--- config.mk ---
export PLATFORM = sky130hd
export DESIGN_NAME = dlx_mem_ctrl
export DESIGN_NICKNAME = d
export VERILOG_FILES = /design/src/rtl/dlx_mem_ctrl.sv
export SDC_FILE = /design/constraint.sdc
export NUM_CORES = 1
export LEC_CHECK = 0
export CAP_MARGIN = 20
export CORE_MARGIN = 10
export CORE_UTILIZATION = 35
export DETAILED_ROUTE_END_ITERATION = 7
export PLACE_DENSITY = 0.8
export SKIP_LAST_GASP = 1
export SLEW_MARGIN = 20
export SYNTH_ARGS = -nofsm -noshare
export SYNTH_HDL_FRONTEND = slang
export SYNTH_SLANG_ARGS = --single-unit
--- constraint.sdc ---
create_clock -name clk -period 1.7 [get_ports clk]
set_clock_uncertainty 0.2 [all_clocks]
set_input_delay 0.34 -clock clk [delete_from_list [all_inputs] [get_ports clk]]
set_output_delay 0.34 -clock clk [all_outputs]
set_load 0.005 [all_outputs]
--- src/rtl/dlx_mem_ctrl.sv ---
// DLX memory-side stage: turns mr/mw request levels into one req/ack bus transaction.
// Optional access timeout is enabled by defining DLX_MEM_TIMEOUT_EN.
module dlx_mem_ctrl #(
    parameter int ADDR_W  = 16,
    parameter int DATA_W  = 32,
    parameter int TIMEOUT = 255
) (
    input  logic              clk,
    input  logic              reset,
    input  logic              mr,
    input  logic              mw,
    input  logic [ADDR_W-1:0] address,
    input  logic [DATA_W-1:0] wdata,
    output logic              busy,
    output logic [DATA_W-1:0] data_out,
    output logic              bus_req,
    output logic              bus_we,
    output logic [ADDR_W-1:0] bus_addr,
    output logic [DATA_W-1:0] bus_wdata,
    input  logic [DATA_W-1:0] bus_rdata,
    input  logic              bus_ack,
    output logic              err
);

    typedef enum logic [1:0] {
        IDLE,
        ACCESS,
        DONE
    } state_t;

    state_t state, state_nxt;
    logic   start, illegal, fin, tmo;

`ifdef DLX_MEM_TIMEOUT_EN
    logic [15:0] wait_cnt;

    // Abort on the edge where this cycle would bring the count up to TIMEOUT.
    assign tmo = (state == ACCESS) && !bus_ack
                 && (wait_cnt == 16'(TIMEOUT - 1));

    always_ff @(posedge clk or negedge reset) begin
        if (!reset) begin
            wait_cnt <= '0;
        end else if (start) begin
            wait_cnt <= '0;
        end else if (state == ACCESS && !bus_ack) begin
            wait_cnt <= wait_cnt + 16'd1;
        end
    end
`else
    assign tmo = 1'b0;
`endif

    assign busy = (state == ACCESS) || (state == IDLE && (mr ^ mw));

    always_ff @(posedge clk or negedge reset) begin
        if (!reset) state <= IDLE;
        else        state <= state_nxt;
    end

    always_comb begin
        state_nxt = state;
        start     = 1'b0;
        illegal   = 1'b0;
        fin       = 1'b0;
        case (state)
            IDLE: begin
                if (mr && mw) begin
                    illegal = 1'b1;
                end else if (mr ^ mw) begin
                    start     = 1'b1;
                    state_nxt = ACCESS;
                end
            end
            ACCESS: begin
                if (bus_ack || tmo) begin
                    fin       = 1'b1;
                    state_nxt = DONE;
                end
            end
            DONE: begin
                // Wait for the request to drop so a held level never re-triggers.
                if (!mr && !mw) state_nxt = IDLE;
            end
            default: state_nxt = IDLE;
        endcase
    end

    always_ff @(posedge clk or negedge reset) begin
        if (!reset) begin
            bus_req   <= 1'b0;
            bus_we    <= 1'b0;
            bus_addr  <= '0;
            bus_wdata <= '0;
            data_out  <= '0;
            err       <= 1'b0;
        end else begin
            err <= illegal | tmo;
            if (start) begin
                bus_req   <= 1'b1;
                bus_we    <= mw;
                bus_addr  <= address;
                bus_wdata <= wdata;
            end
            if (fin) begin
                bus_req <= 1'b0;
                if (!bus_we) data_out <= bus_ack ? bus_rdata : '1;
            end
        end
    end

endmodule

Yosys cells after proc, flatten, opt, wreduce, memory -nomap -nowiden --
Index checks and enable logic that the tools add are counted.
Word-level totals: flip-flop bits (word level) 85, bits of input ports 85, output and inout bits 84, logic and storage cells 40
Cells by class: equality and inequality tests 6, mux-type cells 15, bitwise operators 2, reductions and logical operators 10
Operators with widths (number):
- 32-bit two-way mux | 1
- 1-bit two-way mux | 9
- 2-bit two-way mux | 4
- 2-bit inequality test (second input constant) | 3
- 2-bit case mux with 3 select lines | 1
- 4-bit AND reduction | 1
- 1-bit logical AND | 3
- 2-bit by 1-bit equality test with 1-bit output (second input constant) | 1
- 2-bit equality test (second input constant) | 1
- 1-bit logical NOT | 2
- 2-bit logical NOT | 1
- 2-bit by 1-bit inequality test with 1-bit output (second input constant) | 1
- 2-bit AND reduction | 1
- 2-bit nonzero test | 1
- 1-bit logical OR | 1
- 1-bit inverter | 1
- 1-bit XOR | 1

Logic depth before layout (Yosys ltp) --
Gate-level depths: netlist of run 1.
word-level depth 6, mapped depth 6, gate-level depth less buffers 4

Least setup slack after synthesis of run 1 --
Ideal clock, no wire load.
path type input to register, start point in mr, end point reg bus_addr[10], library setup time 0.127 ns, arrival 1.527 ns, required time 1.373 ns, path slack -0.154 ns, cell stages on the path 6, buffers on the path 2, path through inv_1 ha_1 nor3b_2 buf_4 buf_8 mux2_1
On the way: longest elaborated chain between the ends 4, elaborated cells between the ends (all ways) 5, those cells by class mux (3); bitwise (1); reduce/logical (1)
RTL lines:
- start, declared | line 10 | input logic mr,
- 1-bit XOR | line 70 | end else if (mr ^ mw) begin
- 1-bit two-way mux | line 70
- 1-bit two-way mux (*) | line 68 | if (mr && mw) begin
- 1-bit two-way mux (*) | line 66 | case (state)
- end signal, assigned | line 102 | bus_addr <= address;
- end, declared | line 18 | output logic [ADDR_W-1:0] bus_addr,
Every way passes the cells marked *; elsewhere a longest branch is shown, timed or not. A chain may end at the register's enable or synchronous reset.

Final worst setup path of run 1 --
start point reg state[1], end point reg data_out[7]
On the way: longest elaborated chain between the ends 3
RTL lines:
- start, declared | line 31 | state_t state, state_nxt;
- start signal, assigned | line 58 | else state <= state_nxt;
- 2-bit by 1-bit equality test with 1-bit output | line 66
- 1-bit two-way mux | line 66
- 2-bit AND reduction (no line)
- end signal, assigned | line 107 | if (!bus_we) data_out <= bus_ack ? bus_rdata : '1;
- end, declared | line 15 | output logic [DATA_W-1:0] data_out,
No other way between the ends.

==> results.md, run 1 <==
- Share of flip-flops with an asynchronous set or reset: 1.00
- Max-Cap Viols: 0
- Num rows: 34
- Ys flop type: dfrtp_1
- Die height: 116 µm
- Drt first pass iters: 4
- Mapped Cells: 194
- Sequential Power Share: 0.357
- Post-layout min period: 1.76 ns
- Crit end category: flip-flop
- Sequential-to-total area share from yosys stat: 0.659
- Max-slew headroom: 0.754
- Arrival time worst endpoint: 1.78 ns
- Final Slew Violations: 0
- Internal power: 7.19 mW
- Root buffer cell: clkbuf_8
- CTS tree: yes
- Status: complete, but fails checks
- First-pass GRT wire length: 15100 µm
- Dpl cells: 468
- Most frequent cells after synthesis: 85 x dfrtp_1, 70 x mux2_2, 11 x mux2_1
- Combinational fraction of design power: 0.487
- P per Cell Area: 1740 nW/µm²
- Failing checks: setup timing
- Final hold violation count: 0
- Fin util: 0.655
- Static leakage: 2.71 nW
- Worst-path clk slew: 0.08 ns
- Worst endpoint required time: 1.73 ns
- Port Buffers: 168
- Layout net count: 477
- Post-route setup slack: -0.0573 ns
- Final Non-Filler Cells: 502
- Cell variety after synth: 18
- Maximum vdd drop: 0.865 mV
- Core area: 8850 µm²
- Synth-to-layout area growth: 79.5%
- Dominant cells by area after synthesis: dfrtp_1 66%, mux2_2 24%, mux2_1 3.8%
- Iteration-0 DRC Markers: 73
- Post-DP HPWL: 7280 µm
- Setup crit start kind: flip-flop
- Clock Tree Buf Depth: 2
- Switching Fraction: 0.287
- Clock sinks: 85
- Cell taking the most area after synthesis: dfrtp_1
- Setup violators final: 46
- Ports: 169
- Vias in the first global route: 2655
- Width of the die: 116 µm
- Highest clock rate: 569 MHz
- Vias/cell: 4.76
- Post-Layout Inst Area: 5800 µm²
- Initial Util: 0.365
- Worst-margin pin slew: 0.369 ns
- WL final: 10800 µm
- Total power: 10.1 mW
- Worst skew pair latency: 0.34 ns
- Psw: 2.89 mW
- Share of cells above drive strength 1: 0.330
- Net count after synthesis: 281
- Via count: 2389
- CP Max Fanout: 8
- Fillers: 707
- # diodes: 0
- H-Tree Depth: 3
- Largest net degree at the start of global routing: 33
- YS warnings: 0
- Die ar.: 13500 µm²
- Initial antenna violation count: 0
- Overall global routing resource usage: 0.146
- DR DRC count: 0
- Synth top area share: 0.659
- Routability cong.: 0.719
- Share of power burned in the clock network: 0.155
- Post-route clock period utilization: 1.03
- Total gr overflow: 0
- Cell with the most instances after synthesis: dfrtp_1
- EDFF count, synth: 0
- Placed Area: 5140 µm²
- Avg Cell Area, Syn: 16.6 µm²
- Area of the mapped netlist: 3230 µm²
- Crit Path Class: flip-flop to flip-flop
- Routed len/inst: 21.5 µm
- Yosys reg bits: 85
- CTS Buf Count: 9
- RSZ-0062 raised after global routing: true
- Hold crit path type: input port to flip-flop
- Antenna Violating Nets Remaining: 0
[critical path: stages, from the launching register on]
cell	delay, ns
dfrtp_2	0.44
nand3b_1	0.24
nor2_4	0.17
buf_6	0.13
clkbuf_16	0.16
mux2_4	0.30
[final timing paths]
path	cells after the start	endpoint	slack, ns	start
max in group asynchronous	3	data_out[25]$_DFFE_PN0P_	0.56	reset
max reg2reg	5	data_out[7]$_DFFE_PN0P_	-0.06	state[1]$_DFFE_PN0P_
min	2	bus_we$_DFFE_PN0P_	0.12	mw
min in group asynchronous	2	bus_wdata[10]$_DFFE_PN0P_	0.24	reset
min reg2reg	1	bus_wdata[17]$_DFFE_PN0P_	0.31	bus_wdata[17]$_DFFE_PN0P_
max	5	data_out[7]$_DFFE_PN0P_	-0.06	state[1]$_DFFE_PN0P_
[layer usage]
layer / global-route usage / wire length [µm] / vias to the layer above
met5: 0 / 0 / -
met4: 0.0400 / 102 / 0
met3: 0.0667 / 1000 / 10
met2: 0.260 / 5560 / 95
met1: 0.153 / 4130 / 1214
li1: - / - / 1070
[through the flow]
step                      TNS [ns]  hold slack [ns]  worst slack, ns
after global placement      -48.08           0.0790           -0.773
after floorplan              -1.48           -0.156          -0.0601
final                        -1.70            0.125          -0.0573
after CTS                    -3.55            0.107          -0.0970
after global routing         -6.89            0.107           -0.141
after detailed placement    -50.00           0.0830           -0.806
[cells in the final DEF (no fill, tap or decap), drive strengths merged]
cell type / count
nor2: 5
mux2: 81
o21ai: 2
bufinv: 2
buf: 23
dfrtp: 85
clkinv: 1
dlygate4sd2: 83
ha: 2
clkinvlp: 1
inv: 4
nand3b: 1
nor3b: 2
bufbuf: 1
a21oi: 1
clkdlybuf4s15: 1
a22oi: 1
clkdlybuf4s50: 81
clkbuf: 15
o31ai: 1
dlygate4sd3: 1
[power by group through the flow]
stage	clock (mW)	sequential, mW	combinational, mW
2_1_floorplan	0	3.68	1.65
6_report	1.57	3.60	4.92
5_1_grt	1.69	3.74	5.26
3_3_place_gp	0	3.58	4.35
4_1_cts	1.60	3.57	4.22
3_5_place_dp	0	3.65	4.46
[sequential cells by signal, summed over array words and instances (netlist names)]
| register | cells |
|---|---|
| err | 1 |
| data_out | 32 |
| bus_we | 1 |
| bus_wdata | 32 |
| state | 2 |
| bus_req | 1 |
| bus_addr | 16 |
[logic make-up (layout without fill, tap and decap cells)]
kind of cell               count (synthesis)  in the layout  synth area share
and+or+nand+nor                            8              8            0.0151
AOI/OAI and AO/OA                          5              5           0.00930
DFF                                       85             85             0.659
buffers and inverters                     13            213            0.0267
adders and majority gates                  2              2           0.00775
muxes                                     81             81             0.282
[what timing repair did]
| action | 4_1_cts | 5_1_grt |
|---|---|---|
| pin swaps | 1 | 2 |
| endpoints found under the hold margin | 23 | 0 |
| gates resized for setup | 107 | 56 |
| hold buffers | 1 | 0 |
| cloned | 4 | 5 |
| endpoints found under the setup margin | 165 | 82 |
| setup buffers | 7 | 2 |
[final cells by class]
| class | instances | area [µm²] | share of cell area |
|---|---|---|---|
| sequential | 85 | 2130 | 0.367 |
| inverter | 4 | 27.5 | 0.00475 |
| clock inverter | 4 | 72.6 | 0.0125 |
| multi-input combinational | 96 | 1300 | 0.224 |
| clock buffer | 11 | 141 | 0.0244 |
| tap | 108 | 135 | 0.0233 |
| timing repair buffer | 194 | 1990 | 0.343 |
(Power assumes the default switching activity.)
==> run 2, diff against run 1 <==
CORE_MARGIN = unset   (was 10)
==> run 2 against run 1 <==
Effect of this change: the flow finishes with violations (DRC, setup timing); flip-flop and latch count stayed put; global-route usage is 2.8 points higher; maximum frequency is 0.27% higher; clock power is 22% lower; final area is 4.8% lower; sequential power hardly changed; setup slack better by 0.0047 ns; utilization is 2.9 points lower; total power is 10% lower; cell count is 0.60% higher; sequential share of layout area is 1.9 points higher; largest power group unchanged; highest routed layer unchanged.
==> results.md, run 2 (synthesis results as in run 1) <==
- Worst endpoint required time: 1.72 ns
- Post-Layout Inst Area: 5520 µm²
- Fillers: 735
- R2r setup slk: -0.05 ns
- Switching Fraction: 0.288
- Hold depth: 4
- CP Capture Point: data_out[4]$_DFFE_PN0P_
- Max stage delay on crit path: 0.46 ns
- Worst skew pair latency: 0.34 ns
- Hold WS: 0.195 ns
- Psw: 2.61 mW
- Internal power: 6.45 mW
- Via count: 2364
- Vias/cell: 4.68
- DR DRC count: 14
- Iteration-0 DRC Markers: 70
- Num rows: 34
- Max-Cap Viols: 0
- Final Non-Filler Cells: 505
- Die ar.: 9610 µm²
- Highest clock rate: 571 MHz
- Crit path cell chain: nand3b_1 -> nor2_4 -> clkbuf_16 -> mux2_2
- Status: complete, but fails checks
- Commonest cells after routing, fill and taps aside: 83 x dfrtp_1, 83 x dlygate4sd2_1, 81 x clkdlybuf4s50_1
- Met2 GRT Util: 0.311
- Width of the die: 98.1 µm
- Arrival time worst endpoint: 1.78 ns
- Routability cong.: 0.739
- Post-route setup slack: -0.0527 ns
- Dpl cells: 471
- Hold crit path type: input port to flip-flop
- H-Tree Depth: 3
- FF-to-FF path depth: 4
- Max-slew headroom: 0.744
- Drt first pass iters: 7
- Failing checks: DRC, setup timing
- # diodes: 0
- Post-route clock period utilization: 1.03
- CTS Buf Count: 9
- Final hold violation count: 0
- Clock sinks: 85
- Post-DP HPWL: 5670 µm
- Initial Util: 0.367
- CP Max Fanout: 16
- Share of power burned in the clock network: 0.136
- Critical path origin: state[1]$_DFFE_PN0P_
- Maximum vdd drop: 0.942 mV
- Registers with the most flip-flops: bus_wdata (32), data_out (32), bus_addr (16)
- Worst-path clk slew: 0.08 ns
- CTS tree: yes
- RSZ-0062 raised after global routing: true
- Layout net count: 480
- Post-layout min period: 1.75 ns
- Synth-to-layout area growth: 70.8%
- Crit Path Class: flip-flop to flip-flop
- Largest net degree at the start of global routing: 33
- Ports: 169
- Routed len/inst: 16.4 µm
- Fin Setup TNS: -1.42 ns
- Combinational fraction of design power: 0.469
- Crit end category: flip-flop
- Clock Tree Buf Depth: 2
- Pre-CTS setup slack: -0.794 ns
- Die height: 98.1 µm
- Placed Area: 5180 µm²
- Worst-margin pin slew: 0.384 ns
- Root buffer cell: clkbuf_8
- Worst r2r src: state[1]$_DFFE_PN0P_
- Total gr overflow: 0
- P per Cell Area: 1640 nW/µm²
- Total power: 9.06 mW
- Setup crit start kind: flip-flop
- Initial antenna violation count: 0
- Fin util: 0.626
- Antenna Violating Nets Remaining: 0
- GR Util met1: 0.192
- Share of cells above drive strength 1: 0.335
- Vias in the first global route: 2629
- First-pass GRT wire length: 12900 µm
- WL final: 8260 µm
- Core area: 8810 µm²
- Crit Reg-Reg Endpoint: data_out[4]$_DFFE_PN0P_
- Static leakage: 2.52 nW
- Slowest CP cell: dfrtp_2
- Final Slew Violations: 0
- Met3 Track Usage GR: 0.0630
- Setup violators final: 44
- Port Buffers: 168
- Sequential Power Share: 0.395
- GRT busiest layer: met2
- Overall global routing resource usage: 0.174
-- run 2: cell types whose count changed in the layout (fill, tap and decap cells not counted), sizes merged --
cell,previous run,this run
buf,23,30
bufbuf,1,0
bufinv,2,0
clkbuf,15,13
clkdlybuf4s15,1,0
clkinv,1,2
clkinvlp,1,2
-- run 2: cell type report --
type	instances	area [µm²]	share of cell area
multi-input cells	96	1120	0.203
repair buffers	197	1940	0.351
flip-flops and latches	85	2130	0.386
inverters	4	27.5	0.00499
clock buffers	11	141	0.0256
well taps	108	135	0.0245
clock inverters	4	25.0	0.00454
-- run 2: what timing repair did --
item                                    4_1_cts  5_1_grt
buffers inserted                             12        3
hold endpoints to repair                     26        0
cloned                                        3        2
hold buffers                                  1        0
endpoints found under the setup margin      165       72
resized for setup                           102       13
pin swaps                                     2        1
-- run 2: power by group through the flow --
| stage | Clock, mW | Combinational [mW] | Sequential [mW] |
|---|---|---|---|
| 2_1_floorplan | 0 | 1.65 | 3.68 |
| 5_1_grt | 1.35 | 4.56 | 3.72 |
| 4_1_cts | 1.28 | 4.13 | 3.58 |
| 3_5_place_dp | 0 | 4.37 | 3.65 |
| 3_3_place_gp | 0 | 4.26 | 3.58 |
| 6_report | 1.23 | 4.25 | 3.58 |
-- run 2: worst max-delay path: cells and delay by family (launching register included) --
kind                   cells  cell delay (ns)
buffers and inverters      1             0.21
flip-flops                 1             0.46
AND/OR/NAND/NOR            2             0.44
multiplexers               1             0.34
-- run 2: how the worst min path moves through the flow --
stage                                   end   from
finish                 state[1]$_DFFE_PN0P_     mw
detailed placement  data_out[1]$_DFFE_PN0P_  reset
global placement    data_out[0]$_DFFE_PN0P_  reset
CTS                    state[1]$_DFFE_PN0P_     mw
floorplan           bus_addr[0]$_DFFE_PN0P_  reset
global route           state[1]$_DFFE_PN0P_     mr
-- run 2: metal layers --
metal / up-vias / wire length [µm]
li1: 1074 / -
met1: 1177 / 3090
met2: 103 / 4370
met3: 10 / 697
met4: 0 / 109
met5: - / 0
